**config.mk**
```make
export PLATFORM = sky130hd
export DESIGN_NAME = zero_count_arbiter_flat
export DESIGN_NICKNAME = d
export VERILOG_FILES = /design/src/rtl/zero_count_pkg.sv /design/src/rtl/zero_count_arbiter_if.sv /design/src/rtl/serial_zero_counter.sv /design/src/rtl/zero_count_arbiter.sv /design/src/flat_wrapper.sv
export SDC_FILE = /design/constraint.sdc
export NUM_CORES = 1
export LEC_CHECK = 0
export BUFFER_PORTS_ARGS = -buffer_cell sky130_fd_sc_hd__buf_2
export CAP_MARGIN = 20
export CORE_UTILIZATION = 55
export CTS_CLUSTER_DIAMETER = 60
export DETAILED_ROUTE_END_ITERATION = 12
export PLACE_DENSITY = 0.9
export SLEW_MARGIN = 5
export SYNTH_ARGS = -nofsm -noshare
export SYNTH_HDL_FRONTEND = slang
export SYNTH_HIERARCHICAL = 1
export SYNTH_SLANG_ARGS = --single-unit
```
**constraint.sdc**
```tcl
create_clock -name clk -period 4.5 [get_ports clk]
set_input_delay 0.675 -clock clk [delete_from_list [all_inputs] [get_ports clk]]
set_output_delay 0.675 -clock clk [all_outputs]
set_load 0.02 [all_outputs]
```
**src/rtl/zero_count_pkg.sv**
```systemverilog
// Shared constants and FSM encoding for the zero-count arbiter.
package zero_count_pkg;
  localparam int DEF_NREQ  = 4;
  localparam int DEF_WIDTH = 8;

  typedef enum logic [1:0] {
    S_IDLE,
    S_LOAD,
    S_COUNT,
    S_DONE
  } state_e;
endpackage

```
**src/rtl/zero_count_arbiter_if.sv**
```systemverilog
// Requester-side bus of the zero-count arbiter: level requests in, one-hot ack and result out.
interface zero_count_arbiter_if
  import zero_count_pkg::*;
#(
  parameter int NREQ  = DEF_NREQ,
  parameter int WIDTH = DEF_WIDTH
);
  localparam int CW = $clog2(WIDTH + 1);
  localparam int IW = $clog2(NREQ);

  logic [NREQ-1:0]       req;
  logic [NREQ*WIDTH-1:0] data;
  logic [NREQ-1:0]       ack;
  logic                  result_valid;
  logic [CW-1:0]         result_count;
  logic [IW-1:0]         result_id;
  logic                  busy;

  modport master (
    output req, data,
    input  ack, result_valid, result_count, result_id, busy
  );

  modport slave (
    input  req, data,
    output ack, result_valid, result_count, result_id, busy
  );
endinterface

```
**src/rtl/serial_zero_counter.sv**
```systemverilog
// Bit-serial zero counter: after start, examines one bit of a per cycle, LSB first.
// count/done are combinational so the caller can capture the final total on the last bit.
module serial_zero_counter #(
  parameter int WIDTH = 8,
  localparam int CW   = $clog2(WIDTH + 1),
  localparam int IDXW = $clog2(WIDTH)
) (
  input  logic             clk,
  input  logic             reset,
  input  logic             start,
  input  logic [WIDTH-1:0] a,
  output logic [CW-1:0]    count,
  output logic             done
);
  logic            run_q, run_d;
  logic [IDXW-1:0] idx_q, idx_d;
  logic [CW-1:0]   cnt_q, cnt_d;

  // Running total including the bit under examination this cycle.
  assign count = cnt_q + {{(CW-1){1'b0}}, ~a[idx_q]};
  assign done  = run_q && (idx_q == IDXW'(WIDTH - 1));

  always_comb begin
    run_d = run_q;
    idx_d = idx_q;
    cnt_d = cnt_q;
    if (start) begin
      run_d = 1'b1;
      idx_d = '0;
      cnt_d = '0;
    end else if (run_q) begin
      cnt_d = count;
      if (done) begin
        run_d = 1'b0;
        idx_d = '0;
      end else begin
        idx_d = idx_q + 1'b1;
      end
    end
  end

  always_ff @(posedge clk) begin
    if (reset) begin
      run_q <= 1'b0;
      idx_q <= '0;
      cnt_q <= '0;
    end else begin
      run_q <= run_d;
      idx_q <= idx_d;
      cnt_q <= cnt_d;
    end
  end
endmodule

```
**src/rtl/zero_count_arbiter.sv**
```systemverilog
// Round-robin arbiter that serves one requester at a time and reports the
// number of zero bits in its data word, counted bit-serially.
module zero_count_arbiter
  import zero_count_pkg::*;
#(
  parameter int NREQ  = DEF_NREQ,
  parameter int WIDTH = DEF_WIDTH
) (
  input  logic                 clk,
  input  logic                 reset,
  zero_count_arbiter_if.slave  zc
);
  localparam int CW = $clog2(WIDTH + 1);
  localparam int IW = $clog2(NREQ);

  state_e                      state_q, state_d;
  logic [IW-1:0]               rr_ptr_q, rr_ptr_d;
  logic [IW-1:0]               gnt_q, gnt_d;
  logic [WIDTH-1:0]            word_q, word_d;
  logic [NREQ-1:0]             ack_q, ack_d;
  logic                        result_valid_q, result_valid_d;
  logic [CW-1:0]               result_count_q, result_count_d;
  logic [IW-1:0]               result_id_q, result_id_d;
  logic                        busy_q, busy_d;

  logic [NREQ-1:0][WIDTH-1:0]  data_arr;
  logic [IW-1:0]               pick;
  logic                        any_req;
  logic                        cnt_start, cnt_done;
  logic [CW-1:0]               cnt_count;

  assign data_arr = zc.data;

  // Scan from the farthest slot back toward rr_ptr so the nearest request wins.
  always_comb begin
    int j;
    pick    = '0;
    any_req = 1'b0;
    j       = 0;
    for (int k = NREQ - 1; k >= 0; k--) begin
      j = (int'(rr_ptr_q) + k) % NREQ;
      if (zc.req[IW'(j)]) begin
        pick    = IW'(j);
        any_req = 1'b1;
      end
    end
  end

  serial_zero_counter #(.WIDTH(WIDTH)) u_cnt (
    .clk   (clk),
    .reset (reset),
    .start (cnt_start),
    .a     (word_q),
    .count (cnt_count),
    .done  (cnt_done)
  );

  always_comb begin
    state_d        = state_q;
    rr_ptr_d       = rr_ptr_q;
    gnt_d          = gnt_q;
    word_d         = word_q;
    ack_d          = '0;
    result_valid_d = 1'b0;
    result_count_d = result_count_q;
    result_id_d    = result_id_q;
    cnt_start      = 1'b0;
    case (state_q)
      S_IDLE: begin
        if (any_req) begin
          gnt_d   = pick;
          word_d  = data_arr[pick];
          state_d = S_LOAD;
        end
      end
      S_LOAD: begin
        cnt_start = 1'b1;
        state_d   = S_COUNT;
      end
      S_COUNT: begin
        // Result flops load on the last counted bit so they are live throughout DONE.
        if (cnt_done) begin
          state_d        = S_DONE;
          result_valid_d = 1'b1;
          result_count_d = cnt_count;
          result_id_d    = gnt_q;
          ack_d[gnt_q]   = 1'b1;
        end
      end
      S_DONE: begin
        rr_ptr_d = (int'(gnt_q) == NREQ - 1) ? '0 : gnt_q + 1'b1;
        state_d  = S_IDLE;
      end
      default: state_d = S_IDLE;
    endcase
    busy_d = (state_d != S_IDLE);
  end

  always_ff @(posedge clk) begin
    if (reset) begin
      state_q        <= S_IDLE;
      rr_ptr_q       <= '0;
      gnt_q          <= '0;
      word_q         <= '0;
      ack_q          <= '0;
      result_valid_q <= 1'b0;
      result_count_q <= '0;
      result_id_q    <= '0;
      busy_q         <= 1'b0;
    end else begin
      state_q        <= state_d;
      rr_ptr_q       <= rr_ptr_d;
      gnt_q          <= gnt_d;
      word_q         <= word_d;
      ack_q          <= ack_d;
      result_valid_q <= result_valid_d;
      result_count_q <= result_count_d;
      result_id_q    <= result_id_d;
      busy_q         <= busy_d;
    end
  end

  assign zc.ack          = ack_q;
  assign zc.result_valid = result_valid_q;
  assign zc.result_count = result_count_q;
  assign zc.result_id    = result_id_q;
  assign zc.busy         = busy_q;
endmodule
```
**src/flat_wrapper.sv**
```systemverilog
// flat-port wrapper written by rule: the top's interface ports become plain ports
module zero_count_arbiter_flat import zero_count_pkg::*;
#(
  parameter int NREQ  = DEF_NREQ,
  parameter int WIDTH = DEF_WIDTH
)
  (clk, reset, zc_req, zc_data, zc_ack, zc_result_valid, zc_result_count, zc_result_id, zc_busy);
  zero_count_arbiter_if #(.NREQ(NREQ), .WIDTH(WIDTH)) zc_i ();
  input  logic clk;
  input  logic reset;
  input wire logic [$bits(zc_i.req)-1:0] zc_req;
  input wire logic [$bits(zc_i.data)-1:0] zc_data;
  output wire logic [$bits(zc_i.ack)-1:0] zc_ack;
  output wire logic [$bits(zc_i.result_valid)-1:0] zc_result_valid;
  output wire logic [$bits(zc_i.result_count)-1:0] zc_result_count;
  output wire logic [$bits(zc_i.result_id)-1:0] zc_result_id;
  output wire logic [$bits(zc_i.busy)-1:0] zc_busy;
  assign zc_i.req = zc_req;
  assign zc_i.data = zc_data;
  assign zc_ack = zc_i.ack;
  assign zc_result_valid = zc_i.result_valid;
  assign zc_result_count = zc_i.result_count;
  assign zc_result_id = zc_i.result_id;
  assign zc_busy = zc_i.busy;
  zero_count_arbiter #(.NREQ(NREQ), .WIDTH(WIDTH)) u_core (.clk(clk), .reset(reset), .zc(zc_i));
endmodule
```
; Word level (Yosys, flattened, before mapping)
; Index checks and enable logic that the tools add are counted.
[word_totals]
ram_bits = 0
latch_bits = 0
n_memories = 0
mem_bits_ro = 0
regBits = 34
elab_cells = 79
[op_classes]
n_div = 0
n_addsub = 6
bitwise = 3
n_reduce_logical = 9
shift = 0
muxes = 36
order_cmp = 8
eq_ne = 5
n_mul = 0
[op_table]
columns = op, n
row1 = $mux 1, 19
row2 = $bmux 8 s2, 1
row3 = $lt 2x4->1 const B, 4
row4 = $mux 2, 7
row5 = $bmux 1 s2, 4
row6 = $mux 8, 1
row7 = $pmux 2 s4, 1
row8 = $lt 2x3->1 const B, 2
row9 = $add 2x1->2 const B, 2
row10 = $add 2x2->2 const B, 2
row11 = $add 4x1->4, 1
row12 = $eq 2x1->1 const B, 2
row13 = $eq 2x2->1 const B, 2
row14 = $lt 3x4->1 const B, 1
row15 = $reduce_and 2->1, 2
row16 = $reduce_or 2->1, 2
row17 = $add 3x1->3 const B, 1
row18 = $bmux 1 s3, 1
row19 = $eq 3x3->1 const B, 1
row20 = $mux 3, 1
row21 = $not 1->1, 3
row22 = $reduce_or 3->1, 1
row23 = $demux 1 s2, 1
row24 = $ge 2x1->1 const B, 1
row25 = other kinds (3), 4

; Longest topological paths before layout
; Gate-level depths: netlist of the first run.
[logic_depth]
depth_word = 11
mapped_depth = 8
depth_no_buf = 7

; Cells and area by module
; Netlist of the first run, hierarchy kept.
[modules_own_cells]
columns = mod, seq_area_each_um2, instances, area_each_um2, cells_per_inst
row1 = zero_count_arbiter, 520.5, 1, 1312.5, 147
row2 = serial_zero_counter, 160.2, 1, 470.5, 45

; Worst setup path after synthesis of the first run
; Ideal clock, no wire load.
[synth_path]
kind = input -> register
start = input port zc_req[0]
end = register u_core.word_q[0]
t_required_ns = 4.369
path_buffers = 2
arrival_ns = 1.874
setup_ns = 0.131
cell_stages = 7
path_slack_ns = 2.494
cell_sequence = nor2b_1 > or4_4 > buf_6 > and2_4 > buf_6 > mux2i_1 > o211ai_1
[synth_between]
elab_chain_cells = 9
word_cells_on_any_way = 23
classes_between = 22 x mux / 1 x reduce/logical
[synth_rtl]
columns = item, line
row1 = start: declaration, flat_wrapper.sv:11  ; input wire logic [$bits(zc_i.req)-1:0] zc_req;
row2 = $bmux 1 s2, zero_count_arbiter.sv:42  ; if (zc.req[IW'(j)]) begin
row3 = $mux 1 (not written as such) (2 in series), zero_count_arbiter.sv:42
row4 = $mux 2 (4 in series), zero_count_arbiter.sv:42
row5 = $bmux 8 s2, zero_count_arbiter.sv:72  ; word_d = data_arr[pick];
row6 = $mux 8 (not written as such), zero_count_arbiter.sv:72
row7 = end signal: assignment, zero_count_arbiter.sv:114  ; word_q <= word_d;
row8 = end: declaration, zero_count_arbiter.sv:19  ; logic [WIDTH-1:0] word_q, word_d;
; Several ways; a longest one is shown, not always the timed one. The select of a mux whose other input is x is not followed.
; A chain may end at the register's enable or synchronous reset.

; Final worst setup path of the first run
[layout_path]
start = register u_core.u_cnt.idx_q[0]
end = register u_core.result_count_q[2] (netlist: u_core/zc.result_count[2])
[layout_between]
elab_chain_cells = 4
word_cells_on_any_way = 7
classes_between = 1 x add/sub / 1 x eq/ne / 2 x mux / 1 x bitwise / 2 x reduce/logical
[layout_rtl]
columns = item, line
row1 = start: declaration, serial_zero_counter.sv:16  ; logic [IDXW-1:0] idx_q, idx_d;
row2 = start signal: assignment, serial_zero_counter.sv:49  ; idx_q <= idx_d;
row3 = $bmux 1 s3, serial_zero_counter.sv:20  ; assign count = cnt_q + {{(CW-1){1'b0}}, ~a[idx_q]};
row4 = $mux 1 (not written as such), serial_zero_counter.sv:20
row5 = $not 1->1, serial_zero_counter.sv:20
row6 = $add 4x1->4, serial_zero_counter.sv:20
row7 = via u_core.cnt_count[2], zero_count_arbiter.sv:30  ; logic [CW-1:0] cnt_count;
row8 = end signal: assignment, zero_count_arbiter.sv:117  ; result_count_q <= result_count_d;
row9 = end: declaration, zero_count_arbiter.sv:22  ; logic [CW-1:0] result_count_q, result_count_d;
; The timed path passes the listed nets, and every way through them passes these cells. The select of a mux whose other input is x is not followed.

==> results by group, run 1 <==
Synthesis
  – Area contributors post-synth: dfxtp_1 (38%), mux2i_1 (8.4%), ha_1 (5.6%), a21oi_1 (3.9%), nor2_1 (3.6%)
  – Library cells used by synthesis: 43
  – Synth Cell Area: ~1800 um2
  – Synth async-reset ratio: 0
  – Share of the synthesized area in the top cell type: 0.3818
  – Synth Flop Type: dfxtp_1
  – EDFF count, synth: 0
  – Seq cells post-synth: 34
  – Seq/Total Area, Yosys: 0.3818
  – Cell count after synthesis: ~190
  – Mean post-synth cell area: approximately 9.3 um2
  – Syn Nets: about 240
  – Yosys top cell by area: dfxtp_1
  – Yosys warns: 6

Floorplan
  – Die Ht: between 50 and 60 um
  – Initial core utilization: 0.5840
  – Die area: between 3000 and 4000 um2
  – Core area: 3053 um2
  – # IOs: 50
  – Row cnt: 20
  – Die W: 58.94 um

Power and ir drop
  – Leakage: 0.9750 nW
  – PwrDens: 318.8 nW/um2
  – VDD IR-drop max: 254.8 uV

Global routing
  – Antenna violations before repair: 0
  – Number of global-route vias before repair: roughly 1300
  – Largest net degree at the start of global routing: 21
  – GRT overflow: 0
  – Overall routing resource usage: 0.2185
  – First-pass GRT wire length: ~5700 um

Worst setup path
  – Critical Path End Type: flop
  – Worst path slowest cell: mux4_1
  – Crit-path cells: mux4_1, mux2i_1, ha_1, ha_1, xor2_1, mux2i_1, nor2_1
  – Crit path DAT: approximately 2.3 ns
  – Critical path buffer and inverter count: 0
  – Crit path launch: u_core/u_cnt/idx_q[0]
  – Top Family by Delay on Critical Path: multiplexers
  – CP startpoint kind: flop
  – Worst r2r path cells: 7
  – Reg2reg setup slack: around 2.5 ns
  – Reg2reg end: u_core/zc.result_count[2]
  – Setup CP Type: reg2reg
  – Worst path max stage delay: 0.57 ns
  – Worst r2r src: u_core/u_cnt/idx_q[0]
  – CP required: about 4.8 ns
  – Max FO, Critical Path: 5

Placement
  – GPL Wtd Cong: between 0.8 and 0.9
  – DP HPWL: 2599 um
  – Port bufs: roughly 50

Timing
  – Endpoints failing setup: 0
  – Actual slew at the worst max-slew pin: between 0.5 and 0.6 ns
  – Unrepaired setup endpoints after global routing: no
  – Setup tns final: 0 ns
  – Slew HR: 0.6404
  – Final hold viol count: 0
  – Fmax: 501.9 MHz
  – Fin. max-slew vios: 0
  – Post-route clock period utilization: 0.4428
  – Fin crit period: about 2 ns
  – Post-Route Skew: approximately 0.014 ns

Clocking
  – CTS buffer count: 5
  – Post-CTS sizing: 0
  – Cts hold-fix bufs: 0
  – H-tree Lvls: 2
  – Reg clk slew, reported paths: approximately 0.12 ns
  – Clk sinks: 34
  – Clock tree buffer depth: 2
  – Setup Fix Bufs, Post-CTS: 0
  – Clock Latency Late Sink: 0.34 ns
  – CTS tree: yes
  – Root buf cell: clkbuf_4

Detailed routing
  – Vias: 1496
  – WL per Instance: 12.29 um
  – Antenna viol nets, final: 0
  – Vias per inst: 5.305
  – Pre-antenna DRT Iters: 4
  – 1st-iter DRT viols: 70
  – Routed WL: 3466 um
  – DRC Markers: 0

Hold path
  – Hold path startpoint: u_core/word_q[4]
  – WHS Endpoint: u_core/word_q[4]
  – Hold-critical path depth: 2
  – Min-delay worst type: reg2reg

Layout
  – Layout cells sized above 1: 0.2731
  – Fin util: 0.6881
  – Layout area overhead: 17.82%
  – Layout fillers: 255
  – ANT cells: 0
  – Commonest cells after routing, fill and taps aside: buf_2 (49), dfxtp_1 (34), nor2_1 (17), mux2i_1 (15), a21oi_1 (14)
  – Commonest non-fill, non-tap cell in the layout: buf_2
  – Nets: around 280

Job
  – Number of max-cap violations: 0

Run status
  – Status: finished clean
-- area by class of cell --
| cell class | instances | area (um2) | share of cell area |
|---|---|---|---|
| multi-input cells | 143 | 1022 | 0.4866 |
| flip-flops and latches | 34 | 680.7 | 0.3240 |
| repair buffers | 49 | 245.2 | 0.1167 |
| well taps | 44 | 55.05 | 0.02621 |
| clock inverters | 3 | 45.04 | 0.02144 |
| clock buffers | 5 | 37.54 | 0.01787 |
| inverters | 4 | 15.01 | 0.007147 |
-- per-stage QoR --
stage | instances | setup WS (ns) | power (W) | hold WS, ns | instance area [um2]
floorplan | 192 | 2.494 | 0.0004224 | 0.4351 | 1783
global placement | 274 | 2.305 | 0.0004486 | 0.4604 | 2018
detailed placement | 274 | 2.256 | 0.0004520 | 0.4708 | 2018
CTS | 282 | 2.504 | 0.0006743 | 0.4931 | 2101
global route | 282 | 2.366 | 0.0007040 | 0.5334 | 2101
finish | 282 | 2.508 | 0.0006697 | 0.4893 | 2101
-- worst reg2reg max path, stage by stage (launching register included) --
cell and delay, ns:
dfxtp_1 0.43, mux4_1 0.58, mux2i_1 0.16, ha_1 0.22
ha_1 0.21, xor2_1 0.16, mux2i_1 0.09, nor2_1 0.09
-- registers in the layout (all words and copies together), names as in the netlist --
name and count:
u_core/u_cnt/cnt_q 4, u_core/zc.result_valid 1, u_core/zc.result_id 2, u_core/zc.busy 1, u_core/u_cnt/run_q 1, u_core/zc.ack 4
u_core/word_q 8, u_core/zc.result_count 4, u_core/state_q 2, u_core/u_cnt/idx_q 3, u_core/rr_ptr_q 2, u_core/gnt_q 2
-- where the power goes --
| group | total (W) | internal [W] | leakage, nW | switching, W |
|---|---|---|---|---|
| registers | 0.000337 | 0.000320 | 0.277 | 0.0000168 |
| clock network | 0.000224 | 0.000117 | 0.0374 | 0.000107 |
| logic | 0.000109 | 0.0000557 | 0.660 | 0.0000531 |
-- metal layers --
layer,track usage,wire length (um),up-vias
met4,0.1327,86,0
met2,0.3425,1645,37
met5,0,0,-
met1,0.2780,1625,676
met3,0.04176,109,8
li1,-,-,775
-- how the worst max path moves through the flow --
stage,to,slack [ns],depth (start not counted)
2_1_floorplan,u_core/word_q[0],2.49,7
3_3_place_gp,u_core/word_q[0],2.30,5
3_5_place_dp,u_core/word_q[0],2.26,5
4_1_cts,u_core/zc.result_count[2],2.50,7
5_1_grt,u_core/zc.result_count[2],2.37,7
6_report,u_core/zc.result_count[2],2.51,7
-- cells in the mapped netlist, types with 2 or more instances --
cell type / number
nand2_1: 10
mux4_1: 2
clkbuf_1: 5
nor2b_1: 3
inv_1: 4
a21boi_1: 5
a21oi_1: 14
o21ai_0: 7
and2_1: 5
nand2b_1: 9
mux2_2: 2
mux2i_1: 15
buf_1: 2
dfxtp_1: 34
a21boi_0: 3
nand3_1: 2
nand3b_1: 4
nor2_1: 17
ha_1: 8
o211ai_1: 8
and3_1: 8
nor3_1: 2
buf_6: 3
-- cells by family after synthesis --
kind of cell	share of synthesized area
mux	0.1263
compound gates	0.1474
buf+inv	0.04491
xor+xnor	0.009826
simple gates	0.2337
flops	0.3818
fa+ha+maj	0.05614
Note: power is estimated with default switching activity, not from simulation.
==> inputs of run 2 (changes only) <==
- CORE_UTILIZATION: 55 -> 46
- PLACE_DENSITY: 0.9 -> 0.81
- clock period: 4.5 -> 1.6 ns (I/O delays scaled with it)
==> run 2 against run 1 <==
- the flow now finishes with violations (setup timing)
- hold slack lost 0.24 ns
- routed wire length grew 8.0%
- cell area rose by 15%
- register-to-register slack got worse by 2.8 ns
- die area grew 19%
- critical path type unchanged
==> results by group, run 2 (synthesis gave the netlist of run 1 again) <==
Global routing
  – GRT overflow: 0
  – GR Layer Usage met1: 0.2094
  – First-pass GRT wire length: 6175 um
  – M3 GR Usage: 0.05893
  – Met2 Use GR: 0.3592
  – Overall routing resource usage: 0.1978
  – Number of global-route vias before repair: 1493
  – Antenna violations before repair: 0
  – Gr busiest metal: met2
  – Largest net degree at the start of global routing: 20

Power and ir drop
  – Leakage: 1.108 nW
  – PwrDens: between 800 and 900 nW/um2
  – VDD IR-drop max: around 450 uV

Clocking
  – H-tree Lvls: 2
  – Root buf cell: clkbuf_8
  – Clock Latency Late Sink: between 0.2 and 0.3 ns
  – CTS tree: yes
  – Clk sinks: 34
  – CTS buffer count: 5
  – Reg clk slew, reported paths: 0.06 ns
  – Clock tree buffer depth: 2

Layout
  – Layout cells sized above 1: 0.4129
  – Layout fillers: between 300 and 400
  – Nets: 309
  – Number of flip-flops in the largest register: 8
  – ANT cells: 0
  – Most flops, register: u_core/word_q
  – Commonest non-fill, non-tap cell in the layout: buf_2
  – Commonest cells after routing, fill and taps aside: buf_2 (49), dfxtp_1 (32), buf_4 (22), nor2_1 (16), a21oi_1 (13)
  – Layout area overhead: 35.93%
  – Fin area: roughly 2400 um2

Detailed routing
  – Antenna viol nets, final: 0
  – Routed WL: about 3700 um
  – Pre-antenna DRT Iters: 4
  – Vias: approximately 1600
  – Vias per inst: 5.077
  – DRC Markers: 0
  – 1st-iter DRT viols: 59
  – WL per Instance: around 12 um

Floorplan
  – Core area: ~3700 um2
  – Die area: around 4100 um2
  – Initial core utilization: 0.4834
  – Die Ht: around 64 um
  – Row cnt: 22
  – # IOs: 50
  – Die W: approximately 64 um

Timing
  – Fin. max-slew vios: 0
  – Unrepaired setup endpoints after global routing: yes
  – Post-Route Skew: 0.003886 ns
  – Final hold viol count: 0
  – Fmax: 540.1 MHz
  – Actual slew at the worst max-slew pin: ~0.37 ns
  – Fin crit period: roughly 1.9 ns
  – Hold Worst Slack: ~0.25 ns
  – Endpoints failing setup: 16
  – Post-route clock period utilization: 1.157
  – Setup ws final: -0.2516 ns
  – Slew HR: 0.7539

Job
  – Number of max-cap violations: 0

Placement
  – DP HPWL: between 2000 and 3000 um
  – Port bufs: between 40 and 50
  – DP Worst Slack: -0.2519 ns
  – GPL Wtd Cong: 0.7609
  – Placed cell area: between 2000 and 2500 um2

Worst setup path
  – Max FO, Critical Path: 3
  – Critical path buffer and inverter count: 0
  – Crit-path cells: mux4_2, mux2i_2, ha_2, nand4_1, mux2_2
  – Setup CP Type: reg2reg
  – CP startpoint kind: flop
  – Critical Path End Type: flop
  – Worst path slowest cell: mux4_2
  – CP required: between 1.5 and 2 ns
  – Crit path DAT: 2.02 ns
  – Top Family by Delay on Critical Path: multiplexers
  – Worst path max stage delay: ~0.50 ns

Run status
  – Failing checks: setup timing
  – Status: complete, but fails checks

Hold path
  – Min-delay worst type: in2reg
run 2: cell count changes in the layout (fill, tap and decap cells not counted), moves of 4 or more:
cell      delta
ha_1         -4
o21ai_0      -4
clkbuf_4     -5
buf_4       +22
o21ai_1      +4
clkbuf_8     +6
run 2: through the flow:
stage	total power, W	util	cells	setup TNS [ns]
6_report	0.001988	0.6571	312	-1.466
3_3_place_gp	0.001315	0.6021	299	-1.635
4_1_cts	0.001987	0.6330	308	-1.338
3_5_place_dp	0.001325	0.6021	299	-2.392
2_1_floorplan	0.001196	-	192	-0.5201
5_1_grt	0.002104	0.6571	312	-3.003
run 2: final timing paths:
check	startpoint	to	slack, ns	cells after the start
setup / recovery	u_core/u_cnt/idx_q[0]	u_core/u_cnt/cnt_q[3]	-0.25	5
hold reg to reg	u_core/word_q[6]	u_core/word_q[6]	0.48	2
hold / removal	zc_data[5]	u_core/word_q[5]	0.25	3
setup reg to reg	u_core/u_cnt/idx_q[0]	u_core/u_cnt/cnt_q[3]	-0.25	5
run 2: per-layer routing:
layer,part of all wire,routed length [um],vias up
li1,-,-,819
met2,0.48,1805,51
met3,0.053,199,5
met4,0.019,71,0
met1,0.45,1666,709
met5,0,0,-
run 2: report_power, final:
group / internal [W] / switching (W)
clock: 0.000347 / 0.000299
sequential: 0.000902 / 0.0000332
combinational: 0.000222 / 0.000186
run 2: area by class of cell:
type / instances / area (um2) / area share
clock inverters: 1 / 5.005 / 0.002065
inverters: 4 / 15.01 / 0.006195
flip-flops and latches: 34 / 685.7 / 0.2829
well taps: 48 / 60.06 / 0.02478
repair buffers: 74 / 461.7 / 0.1905
clock buffers: 7 / 86.33 / 0.03562
multi-input cells: 144 / 1110 / 0.4579
run 2: tightest hold or removal path, cell delays in order:
cell and delay (ns):
buf_2 0.07, mux2i_1 0.05, o211ai_1 0.14
run 2: timing repair:
| action | 4_1_cts | 5_1_grt |
|---|---|---|
| cloned | 0 | 1 |
| pin swaps | 12 | 8 |
| buffers inserted | 1 | 3 |
| resized for setup | 8 | 15 |
| endpoints found under the setup margin | 23 | 22 |
| hold buffers | 0 | 0 |
